**src/rtl/rv_pkg.sv**
```systemverilog
// rv_pkg: shared definitions for the fetch sequencer.
//   - RV32I control-flow opcodes (instr[6:0])
//   - default halt opcode
//   - fetch sequencer state enumeration
package rv_pkg;

    localparam logic [6:0] OP_JAL          = 7'b1101111;
    localparam logic [6:0] OP_JALR         = 7'b1100111;
    localparam logic [6:0] OP_BRANCH       = 7'b1100011;
    localparam logic [6:0] HALT_OPCODE_DEF = 7'h7F;

    typedef enum logic [1:0] {
        ST_RUN  = 2'd0,
        ST_HALT = 2'd1,
        ST_TRAP = 2'd2
    } state_e;

endpackage

```
**src/rtl/rv_imm_gen.sv**
```systemverilog
// rv_imm_gen: RV32I immediate extraction for the fetch sequencer.
// Ports:
//   instr  in  instruction bits [31:7] (opcode bits are not needed here)
//   imm_i  out sign-extended I-immediate (JALR offset)
//   imm_j  out sign-extended J-immediate (JAL offset)
//   imm_b  out sign-extended B-immediate (branch offset)
module rv_imm_gen #(
    parameter int XLEN = 32
) (
    input  logic [31:7]     instr,
    output logic [XLEN-1:0] imm_i,
    output logic [XLEN-1:0] imm_j,
    output logic [XLEN-1:0] imm_b
);

    assign imm_i = {{(XLEN-12){instr[31]}}, instr[31:20]};
    assign imm_j = {{(XLEN-21){instr[31]}}, instr[31], instr[19:12], instr[20],
                    instr[30:21], 1'b0};
    assign imm_b = {{(XLEN-13){instr[31]}}, instr[31], instr[7], instr[30:25],
                    instr[11:8], 1'b0};

endmodule

```
**src/rtl/rv_fetch_seq.sv**
```systemverilog
// rv_fetch_seq: single-issue PC sequencer with RUN/HALT/TRAP control.
// Ports:
//   CLOCK_50      in  clock, all state on rising edge
//   reset         in  synchronous active-high reset
//   instr         in  instruction at the current PC (zero-latency fetch)
//   rd1           in  rs1 value, JALR base
//   branch_taken  in  compare result for BRANCH
//   stall         in  hold the current instruction this cycle
//   PC / PC4      out current PC and PC+4 link value
//   PC_next       out PC register value for the next cycle
//   run / trap    out state RUN / state TRAP
//   jump          out control-flow redirect this cycle
//   instret       out retired-instruction count (wraps at 2^32)
// PC_W is assumed smaller than XLEN.
module rv_fetch_seq
    import rv_pkg::*;
#(
    parameter int              PC_W        = 11,
    parameter int              XLEN        = 32,
    parameter logic [PC_W-1:0] RESET_PC    = '0,
    parameter logic [6:0]      HALT_OPCODE = HALT_OPCODE_DEF
) (
    input  logic            CLOCK_50,
    input  logic            reset,
    input  logic [31:0]     instr,
    input  logic [XLEN-1:0] rd1,
    input  logic            branch_taken,
    input  logic            stall,
    output logic [PC_W-1:0] PC,
    output logic [PC_W-1:0] PC4,
    output logic [PC_W-1:0] PC_next,
    output logic            run,
    output logic            jump,
    output logic            trap,
    output logic [31:0]     instret
);

    state_e          state_q, state_d;
    logic [PC_W-1:0] pc_q, pc_d;
    logic [31:0]     instret_q, instret_d;

    logic [XLEN-1:0] imm_i, imm_j, imm_b;
    logic [XLEN-1:0] pc_x, tgt_x;
    logic [PC_W-1:0] tgt;
    logic [6:0]      opcode;
    logic            is_jal, is_jalr, is_br, is_halt, redirect, misaligned;

    rv_imm_gen #(.XLEN(XLEN)) u_imm (
        .instr (instr[31:7]),
        .imm_i (imm_i),
        .imm_j (imm_j),
        .imm_b (imm_b)
    );

    assign opcode  = instr[6:0];
    assign is_jal  = (opcode == OP_JAL);
    assign is_jalr = (opcode == OP_JALR);
    assign is_br   = (opcode == OP_BRANCH);
    assign is_halt = (opcode == HALT_OPCODE);
    assign pc_x    = XLEN'(pc_q);

    // Target is formed at full XLEN width and then truncated, so the PC wraps
    // modulo 2^PC_W regardless of offset sign.
    always_comb begin
        tgt_x    = pc_x + XLEN'(4);
        redirect = 1'b0;
        if (is_jal) begin
            tgt_x    = pc_x + imm_j;
            redirect = 1'b1;
        end else if (is_jalr) begin
            tgt_x    = (rd1 + imm_i) & ~XLEN'(1);
            redirect = 1'b1;
        end else if (is_br && branch_taken) begin
            tgt_x    = pc_x + imm_b;
            redirect = 1'b1;
        end
    end

    assign tgt        = PC_W'(tgt_x);
    // Sequential targets are always word aligned, so only redirects can fault.
    assign misaligned = redirect && tgt[1];

    always_comb begin
        state_d   = state_q;
        pc_d      = pc_q;
        instret_d = instret_q;
        jump      = 1'b0;
        case (state_q)
            ST_RUN: begin
                if (!stall) begin
                    jump = redirect;
                    // Halt is checked first so it wins over a misaligned target.
                    if (is_halt) begin
                        state_d = ST_HALT;
                    end else if (misaligned) begin
                        state_d = ST_TRAP;
                    end else begin
                        pc_d      = tgt;
                        instret_d = instret_q + 32'd1;
                    end
                end
            end
            default: ;  // HALT/TRAP: frozen until reset
        endcase
    end

    always_ff @(posedge CLOCK_50) begin
        if (reset) begin
            state_q   <= ST_RUN;
            pc_q      <= RESET_PC;
            instret_q <= '0;
        end else begin
            state_q   <= state_d;
            pc_q      <= pc_d;
            instret_q <= instret_d;
        end
    end

    assign PC      = pc_q;
    assign PC4     = PC_W'(pc_x + XLEN'(4));
    assign PC_next = pc_d;
    assign run     = (state_q == ST_RUN);
    assign trap    = (state_q == ST_TRAP);
    assign instret = instret_q;

endmodule

```
**config.mk**
```make
export PLATFORM = sky130hd
export DESIGN_NAME = rv_fetch_seq
export DESIGN_NICKNAME = d
export VERILOG_FILES = /design/src/rtl/rv_pkg.sv /design/src/rtl/rv_imm_gen.sv /design/src/rtl/rv_fetch_seq.sv
export SDC_FILE = /design/constraint.sdc
export NUM_CORES = 1
export LEC_CHECK = 0
export CORE_MARGIN = 5
export CORE_UTILIZATION = 34
export CTS_BUF_LIST = sky130_fd_sc_hd__clkbuf_4 sky130_fd_sc_hd__clkbuf_8
export CTS_CLUSTER_SIZE = 28
export DETAILED_ROUTE_END_ITERATION = 16
export PLACE_DENSITY = 0.63
export SYNTH_ARGS = -nofsm -noshare
export SYNTH_HDL_FRONTEND = slang
export SYNTH_SLANG_ARGS = --single-unit
export TNS_END_PERCENT = 100
```
**constraint.sdc**
```tcl
create_clock -name CLOCK_50 -period 7 [get_ports CLOCK_50]
set_input_delay 1.75 -clock CLOCK_50 [delete_from_list [all_inputs] [get_ports CLOCK_50]]
set_output_delay 1.75 -clock CLOCK_50 [all_outputs]
set_load 0.01 [all_outputs]
```
==> flow_metrics.py, run 1 <==
metrics = {
    "yosys": {
        "synthMostInstantiatedCell": "nor2_1",
        "syn_avg_cell_area_um2": 7.85,
        "synth_top_cell_area_share_pct": 24.8,
        "synth.distinct_cells": 58,
        "yosys_warnings": 0,
        "synthTopCellsByArea": "dfxtp_1 25%, xnor2_1 8.9%, ha_1 8.3%",
        "synth_common_cells": "49 x nor2_1, 45 x dfxtp_1, 42 x nand2_1",
        "synth_ff_type": "dfxtp_1",
        "synth_edf_count": 0,
        "syn_area_um2": 3640,
        "ys_seq_area_share_pct": 24.8,
        "async_flop_share_pct": 0,
        "ys_ff_latch": 45,
        "netlist_instances": 463,
        "synth_area_leader_cell": "dfxtp_1",
        "syn_nets": 558,
    },
    "die": {
        "initial_utilization_pct": 35.1,
        "ioPinCount": 136,
        "dieArea_um2": 12900,
        "core-area_um2": 10400,
        "die_h_um": 113,
        "num_rows": 37,
        "die_w_um": 113,
    },
    "route": {
        "drt_wl_total_mm": 11.2,
        "avgRoutedWirePerCell_um": 16.1,
        "drtIter0Drc": 165,
        "ant_nets": 0,
        "first_pass_iters": 6,
        "drc_errors": 0,
        "via_per_inst": 5.36,
        "vias": 3733,
    },
    "clocking": {
        "worstSkewPairLatency_ns": 0.30,
        "cts.clk_slew.worst_paths_ns": 0.09,
        "cts_sinks": 45,
        "cts_root_buffer": "clkbuf_8",
        "htree_levels": 2,
        "cts_tree": "built",
        "ctsHoldBuffers": 0,
        "cts_buffer_depth": 2,
        "cts_buffers": 5,
        "cts.repair.resized": 0,
        "post-cts-setup-buffer-count": 0,
    },
    "power": {
        "static-leakage-power_nw": 1.79,
        "power_mw": 0.654,
        "irDropWorstVdd_mv": 0.0707,
        "powerDensity_nw_per_um2": 133,
    },
    "timing": {
        "setup_viol": 0,
        "timing.final.crit_share_pct": 94.0,
        "fin_tns_setup_ns": 0,
        "tightest_slew_ns": 0.683,
        "hold_slack_ns": 0.509,
        "fin_crit_ns": 6.58,
        "drv_slew": 0,
        "max_slew_margin_pct": 54.3,
        "rsz0062_at_grt": "no",
        "fmaxAchievable_mhz": 152,
        "fin_skew_ns": 0.0132,
        "finalHoldViolations": 0,
    },
    "worst_setup_path": {
        "r2r_start": "PC[1]",
        "crit_path_end_kind": "output port",
        "worstSetupStartpoint": "instr[21]",
        "cp.required_ns": 5.25,
        "crit_fanout": 4,
        "worstPathArrival_ns": 4.83,
        "crit_type": "input port to output port",
        "start_kind": "input port",
    },
    "layout": {
        "design_area_um2": 4920,
        "fillers": 1078,
        "area_delta_synth_final_pct": 35.4,
        "num_antenna_cells": 0,
        "drive_gt1_share_pct": 5.70,
        "final_cells": 697,
        "nets": 655,
    },
    "placement": {
        "placedCellCount": 689,
        "port_buffers": 104,
        "dp_hpwl_mm": 8.83,
        "postPlaceCellArea_um2": 4810,
        "gp_congestion": 0.877,
    },
    "global_routing": {
        "overflow": 0,
        "grt_pass1_vias": 3750,
        "grt_max_degree": 47,
        "gr-usage-all-layers_pct": 17.3,
        "grt_pass1_wl_mm": 18.3,
        "antenna_found_initial": 0,
    },
    "worst_hold_path": {
        "hold_path.startpoint": "instret[1]",
        "hold_path.class": "flip-flop to flip-flop",
    },
    "run_status": {
        "outcome": "finished clean",
    },
    "job": {
        "cap_violations": 0,
    },
}
==> cell families (layout without fill, tap and decap cells) <==
logic type	count (synthesis)	in the layout	synth area share (%)
AND/OR/NAND/NOR	199	199	30.1
AO/OA/AOI/OAI	102	102	18.2
adder cells (fa/ha/maj)	27	27	9.91
flip-flops	45	45	24.8
buffers and inverters	39	137	4.61
XOR/XNOR	49	49	11.8
multiplexers	2	2	0.551
==> path summary, 6_finish.rpt <==
kind	end	slack, ns	depth (start not counted)
max	PC_next[7]	0.42	10
min	instret[1]	0.51	2
max reg2reg	PC[7]	4.38	8
min reg2reg	instret[1]	0.51	2
==> registers in the layout, summed over array words and instances, names as in the netlist <==
name     count
PC          11
instret     32
state_q      2
==> cell usage in the layout (no fill, tap or decap), types with 2 or more instances in the layout <==
master           netlist  final
o21bai_1               3      3
a21boi_0               3      3
nor4b_1                3      3
nand3_1               13     13
inv_1                 16     16
or3_1                  3      3
o21a_1                 3      3
buf_4                  2      9
a31oi_1                3      3
o221ai_1               2      2
nor4_1                 6      6
nor3_1                20     20
and2_1                 3      3
fa_1                   3      3
clkdlybuf4s50_1        0    104
xnor2_1               37     37
o21ai_0               20     20
nand3b_1               5      5
a211oi_1               7      7
mux2i_1                2      2
nor2b_1                9      9
o311ai_0               2      2
nand2_1               42     42
nor2_1                49     49
xor2_1                12     12
and4_1                 6      6
nand4_1               12     12
and3_1                 8      8
nor3b_1                2      2
nor4_2                 6      6
a21oi_1               28     28
ha_1                  24     24
a21o_1                10     10
clkbuf_8               0      5
nand2b_1               5      5
o211ai_1               7      7
dfxtp_1               45     45
a221oi_1               3      3
==> routing by layer <==
| layer | up-vias | routed length, um | global-route usage, % |
|---|---|---|---|
| met5 | - | 0 | 0 |
| met4 | 0 | 197 | 5.45 |
| met3 | 14 | 599 | 2.97 |
| met2 | 97 | 5350 | 29.6 |
| met1 | 1755 | 5080 | 22.2 |
| li1 | 1867 | - | - |
==> report_power, final <==
| group | leakage (nW) | total [mW] | internal (mW) | switching (mW) |
|---|---|---|---|---|
| clock | 0.0588 | 0.207 | 0.111 | 0.0960 |
| sequential | 0.364 | 0.269 | 0.260 | 0.00898 |
| combinational | 1.36 | 0.178 | 0.0871 | 0.0909 |
| total | 1.79 | 0.654 | 0.458 | 0.196 |
==> critical path, cell delays in order <==
cell	delay [ns]
clkdlybuf4s50_1	0.46
ha_1	0.28
fa_1	0.42
a21o_1	0.18
a21oi_1	0.37
o21ai_0	0.18
mux2i_1	0.15
a211oi_1	0.42
a21oi_1	0.12
clkdlybuf4s50_1	0.50
==> metrics by stage <==
step           setup slack (ns)  utilization, %
2_1_floorplan              1.77               -
3_3_place_gp              0.504            46.4
3_5_place_dp              0.478            46.4
4_1_cts                   0.451            47.5
5_1_grt                   0.317            47.5
6_report                  0.421            47.5
==> layout make-up <==
class | instances | area, um2 | area share [%]
Clock inverter | 2 | 38.8 | 0.788
Inverter | 16 | 60.1 | 1.22
Multi-Input combinational cell | 379 | 2570 | 52.2
Timing Repair Buffer | 113 | 1110 | 22.5
Clock buffer | 6 | 76.3 | 1.55
Tap cell | 136 | 170 | 3.46
Sequential cell | 45 | 901 | 18.3
No activity file was read; power rests on OpenSTA's default activity.
==> inputs of run 2 (changes only) <==
Settings changed: ABC_AREA set to 1, CORE_ASPECT_RATIO set to 1.5, PLACE_DENSITY 0.63 to 0.61.
==> flow_metrics.py, run 2 <==
metrics = {
    "worst_setup_path": {
        "regToRegEndpoint": "PC[9]",
        "worst-r2r-cell-count": 10,
        "r2r_start": "PC[2]",
        "start_kind": "input port",
        "slowest_stage": "clkdlybuf4s50_1",
        "crit_path_end_kind": "output port",
        "cpPeakStageDelay_ns": 0.53,
        "worstPathArrival_ns": 4.46,
        "regToRegSetupSlack_ns": 4.62,
        "crit_type": "input port to output port",
        "crit_fanout": 4,
        "crit_path_frequent_cell": "nor2_1",
        "cp.required_ns": 5.25,
        "crit_chain": "clkdlybuf4s50_1 > ha_1 > fa_1 > a21oi_1 > o21ai_0 > a21oi_1 > nor2_1 > nor2_1 > nor2_1 > nand2_1 > nand2_1 > inv_1 > clkdlybuf4s50_1",
    },
    "clocking": {
        "cts_buffers": 5,
        "cts_sinks": 45,
        "cts_buffer_depth": 2,
        "cts.repair.resized": 0,
        "cts_tree": "built",
        "cts.clk_slew.worst_paths_ns": 0.09,
        "worstSkewPairLatency_ns": 0.31,
        "post-cts-setup-buffer-count": 0,
        "htree_levels": 2,
        "ctsHoldBuffers": 0,
        "cts_root_buffer": "clkbuf_8",
    },
    "yosys": {
        "netlist_instances": 713,
        "syn_avg_cell_area_um2": 5.98,
        "synth_area_leader_cell": "dfxtp_1",
        "synth_top_cell_area_share_pct": 21.1,
        "synthTopCellsByArea": "dfxtp_1 21%, nand2_1 20%, a21oi_1 7.3%",
        "ys_ff_latch": 45,
        "syn_nets": 808,
        "synthMostInstantiatedCell": "nand2_1",
        "async_flop_share_pct": 0,
        "syn_area_um2": 4270,
        "synth.distinct_cells": 34,
        "synth_common_cells": "223 x nand2_1, 81 x inv_1, 73 x nor2_1",
        "ys_seq_area_share_pct": 21.1,
        "synth_ff_type": "dfxtp_1",
        "synth_edf_count": 0,
        "yosys_warnings": 0,
    },
    "worst_hold_path": {
        "hold_path_depth": 2,
        "hold_path.startpoint": "instret[31]",
        "min_to": "instret[31]",
        "hold_path.class": "flip-flop to flip-flop",
    },
    "job": {
        "cap_violations": 0,
    },
    "route": {
        "avgRoutedWirePerCell_um": 15.1,
        "via_per_inst": 5.07,
        "met1_length_mm": 5.30,
        "vias": 4905,
        "drtIter0Drc": 229,
        "drc_errors": 0,
        "first_pass_iters": 4,
        "topRoutingLayerUsed": "met4",
        "route.met3.wl_um": 602,
        "drt_wl_total_mm": 14.6,
        "wl_met2_mm": 8.05,
        "ant_nets": 0,
    },
    "timing": {
        "setup_viol": 0,
        "tightest_slew_ns": 0.658,
        "drv_slew": 0,
        "finalHoldViolations": 0,
        "fin_tns_setup_ns": 0,
        "timing.final.crit_share_pct": 88.6,
        "rsz0062_at_grt": "no",
        "fin_skew_ns": 0.00516,
        "max_slew_margin_pct": 56.1,
        "fin_crit_ns": 6.21,
        "fmaxAchievable_mhz": 161,
    },
    "global_routing": {
        "grt_pass1_vias": 4863,
        "overflow": 0,
        "grt_max_degree": 42,
        "grt_pass1_wl_mm": 23.3,
        "antenna_found_initial": 0,
        "gr-usage-all-layers_pct": 19.4,
    },
    "layout": {
        "layout_common_cells": "223 x nand2_1, 104 x clkdlybuf4s50_1, 81 x inv_1",
        "largest_reg_flops": 32,
        "num_antenna_cells": 0,
        "nets": 905,
        "final_common_cell": "nand2_1",
        "area_delta_synth_final_pct": 29.1,
        "drive_gt1_share_pct": 4.32,
    },
    "die": {
        "num_rows": 50,
        "die_w_um": 101,
        "initial_utilization_pct": 34.4,
        "dieArea_um2": 14900,
        "core-area_um2": 12400,
        "die_h_um": 147,
        "ioPinCount": 136,
    },
    "power": {
        "powerDensity_nw_per_um2": 120,
        "static-leakage-power_nw": 2.42,
        "power_mw": 0.663,
        "irDropWorstVdd_mv": 0.0768,
    },
    "placement": {
        "port_buffers": 104,
        "dp_hpwl_mm": 11.8,
        "gp_congestion": 0.926,
    },
    "run_status": {
        "outcome": "finished clean",
    },
}
-- run 2: kinds of logic after synthesis --
logic type | after synthesis | share of synthesized area [%]
AOI/OAI and AO/OA | 93 | 11.4
xor gates and xnor gates | 38 | 7.80
adders and majority gates | 27 | 8.45
buffers and inverters | 105 | 10.3
DFF | 45 | 21.1
and+or+nand+nor | 405 | 40.9
-- run 2: worst max-delay path by stage --
stage	cells after the start	endpoint	startpoint	slack (ns)
after floorplan	12	PC_next[7]	instr[21]	2.08
after global placement	13	PC_next[7]	instr[21]	0.75
after detailed placement	13	PC_next[7]	instr[21]	0.77
after CTS	13	PC_next[7]	instr[21]	0.76
after global routing	13	PC_next[7]	instr[21]	0.64
final	13	PC_next[7]	instr[21]	0.79
-- run 2: where the power goes --
| part | switching (mW) | total [mW] | internal, mW |
|---|---|---|---|
| Combinational | 0.123 | 0.218 | 0.0956 |
| Sequential | 0.0126 | 0.274 | 0.261 |
| Clock | 0.0977 | 0.171 | 0.0734 |
| Total | 0.233 | 0.663 | 0.430 |
-- run 2: final cells by class --
class / instances / area (um2)
Tap cell: 156 / 195
Timing Repair Buffer: 109 / 1080
Clock buffer: 6 / 76.3
Multi-Input combinational cell: 563 / 2920
Fill cell: 1348 / 6880
Clock inverter: 2 / 10.0
Inverter: 86 / 323
Sequential cell: 45 / 901
-- run 2: worst max-delay path, delay by kind of cell --
family | cells | cell delay [ns]
adder cells (fa/ha/maj) | 2 | 0.69
buffers and inverters | 3 | 1.05
AND/OR/NAND/NOR | 5 | 0.36
AO/OA/AOI/OAI | 3 | 0.62
-- run 2: routing by layer --
layer,vias to the layer above,global-route usage [%]
met2,143,37.2
li1,2490,-
met1,2234,19.8
met5,-,0
met4,0,10.2
met3,38,2.47
-- run 2: through the flow --
stage / hold slack, ns / worst slack (ns) / util (%) / std cells / area [um2]
3_3_place_gp: 0.482 / 0.755 / 43.8 / 959 / 5420
3_5_place_dp: 0.490 / 0.771 / 43.8 / 959 / 5420
6_report: 0.503 / 0.795 / 44.5 / 967 / 5510
5_1_grt: 0.528 / 0.636 / 44.5 / 967 / 5510
2_1_floorplan: 0.462 / 2.08 / - / 713 / 4270
4_1_cts: 0.506 / 0.765 / 44.5 / 967 / 5510
==> inputs of run 3 (changes only) <==
Settings changed: CORE_UTILIZATION 34 to 23, PLACE_DENSITY 0.61 to 0.45.
Clock period 7 ns to 6.5 ns, I/O delays scaled along.
==> flow_metrics.py, run 3 (synthesized netlist as in run 2, its figures left out) <==
metrics = {
    "layout": {
        "layout_common_cells": "223 x nand2_1, 103 x clkdlybuf4s50_1, 81 x inv_1",
        "fillers": 2117,
        "num_antenna_cells": 0,
        "design_area_um2": 5630,
        "drive_gt1_share_pct": 4.32,
        "area_delta_synth_final_pct": 31.9,
        "final_common_cell": "nand2_1",
        "largest_reg_flops": 32,
        "nets": 904,
    },
    "global_routing": {
        "grt_pass1_vias": 4815,
        "antenna_found_initial": 0,
        "grt_max_degree": 42,
        "overflow": 0,
        "grt_pass1_wl_mm": 25.4,
        "gr-usage-all-layers_pct": 15.0,
    },
    "timing": {
        "fin_tns_setup_ns": 0,
        "max_slew_margin_pct": 39.2,
        "drv_slew": 0,
        "fin_skew_ns": 0.0121,
        "rsz0062_at_grt": "no",
        "tightest_slew_ns": 0.912,
        "hold_slack_ns": 0.504,
        "timing.final.crit_share_pct": 92.3,
        "finalHoldViolations": 0,
        "fin_crit_ns": 6.00,
        "fmaxAchievable_mhz": 167,
        "setup_viol": 0,
    },
    "die": {
        "die_w_um": 121,
        "initial_utilization_pct": 23.2,
        "ioPinCount": 136,
        "core-area_um2": 18400,
        "die_h_um": 177,
        "dieArea_um2": 21400,
        "num_rows": 61,
    },
    "worst_setup_path": {
        "crit_type": "input port to output port",
        "crit_path_frequent_cell": "nor2_1",
        "start_kind": "input port",
        "slowest_stage": "clkdlybuf4s50_1",
        "worstPathArrival_ns": 4.37,
        "crit_fanout": 4,
        "cpPeakStageDelay_ns": 0.53,
        "crit_path_end_kind": "output port",
        "crit_chain": "clkdlybuf4s50_1 > ha_1 > fa_1 > a21oi_1 > o21ai_0 > a21oi_1 > nor2_1 > nor2_1 > nor2_1 > nand2_1 > nand2_1 > inv_1 > clkdlybuf4s50_1",
        "cp.required_ns": 4.88,
    },
    "power": {
        "powerDensity_nw_per_um2": 130,
        "irDropWorstVdd_mv": 0.0645,
        "static-leakage-power_nw": 2.42,
    },
    "clocking": {
        "ctsHoldBuffers": 0,
        "cts_tree": "built",
        "cts_buffers": 5,
        "post-cts-setup-buffer-count": 0,
        "cts.clk_slew.worst_paths_ns": 0.09,
        "cts_root_buffer": "clkbuf_8",
        "cts_sinks": 45,
        "worstSkewPairLatency_ns": 0.32,
        "cts.repair.resized": 0,
        "htree_levels": 2,
        "cts_buffer_depth": 2,
    },
    "run_status": {
        "outcome": "finished clean",
    },
    "route": {
        "avgRoutedWirePerCell_um": 15.0,
        "route.met3.wl_um": 574,
        "met1_length_mm": 5.84,
        "topRoutingLayerUsed": "met4",
        "first_pass_iters": 4,
        "via_per_inst": 4.51,
        "wl_met2_mm": 9.06,
        "drt_wl_total_mm": 16.0,
        "drtIter0Drc": 187,
        "vias": 4787,
        "ant_nets": 0,
        "drc_errors": 0,
    },
    "placement": {
        "gp_congestion": 0.933,
        "port_buffers": 104,
        "dp_hpwl_mm": 13.0,
        "postPlaceCellArea_um2": 5530,
    },
    "job": {
        "cap_violations": 0,
    },
    "worst_hold_path": {
        "hold_path.class": "flip-flop to flip-flop",
    },
}
## run 3: cell types whose count changed in the layout (fill, tap and decap cells not counted), sizes merged
| cell | delta |
|---|---|
| clkdlybuf4s50 | -1 |
## run 3: stage by stage
step	total power, mW	worst slack [ns]	std cells	util [%]
5_1_grt	0.788	0.217	1062	30.6
3_3_place_gp	0.541	0.477	1054	30.1
2_1_floorplan	0.439	1.83	713	-
6_report	0.732	0.501	1062	30.6
3_5_place_dp	0.539	0.492	1054	30.1
4_1_cts	0.747	0.486	1062	30.6
## run 3: final timing paths
kind              depth (start not counted)  slack, ns       start         end
setup reg to reg                         10       4.11       PC[2]       PC[9]
hold / removal                            2       0.50  state_q[1]  state_q[1]
setup / recovery                         13       0.50   instr[21]  PC_next[7]
hold reg to reg                           2       0.50  state_q[1]  state_q[1]
## run 3: where the power goes
group | leakage, nW | internal, mW | switching, mW | total (mW)
clock network | 0.0512 | 0.0866 | 0.113 | 0.200
logic | 2.00 | 0.102 | 0.135 | 0.237
registers | 0.365 | 0.281 | 0.0137 | 0.295
total | 2.42 | 0.470 | 0.262 | 0.732
## run 3: critical path, delay by kind of cell
family,cells,cell delay [ns]
fa+ha+maj,2,0.70
simple gates,5,0.35
buf+inv,3,1.05
compound gates,3,0.63
## run 3: metal layers
metal,up-vias,GRT usage (%)
met5,-,0
met4,0,5.61
met3,23,1.95
met2,112,30.5
met1,2164,15.1
li1,2488,-
## run 3: cell type report
type                       count  area [um2]  area share (%)
timing repair buffer         108        1070            19.0
sequential                    45         901            16.0
inverter                      86         323            5.74
multi-input combinational    563        2920            52.0
tap                          252         315            5.60
clock buffer                   6        82.6            1.47
clock inverter                 2        13.8           0.245
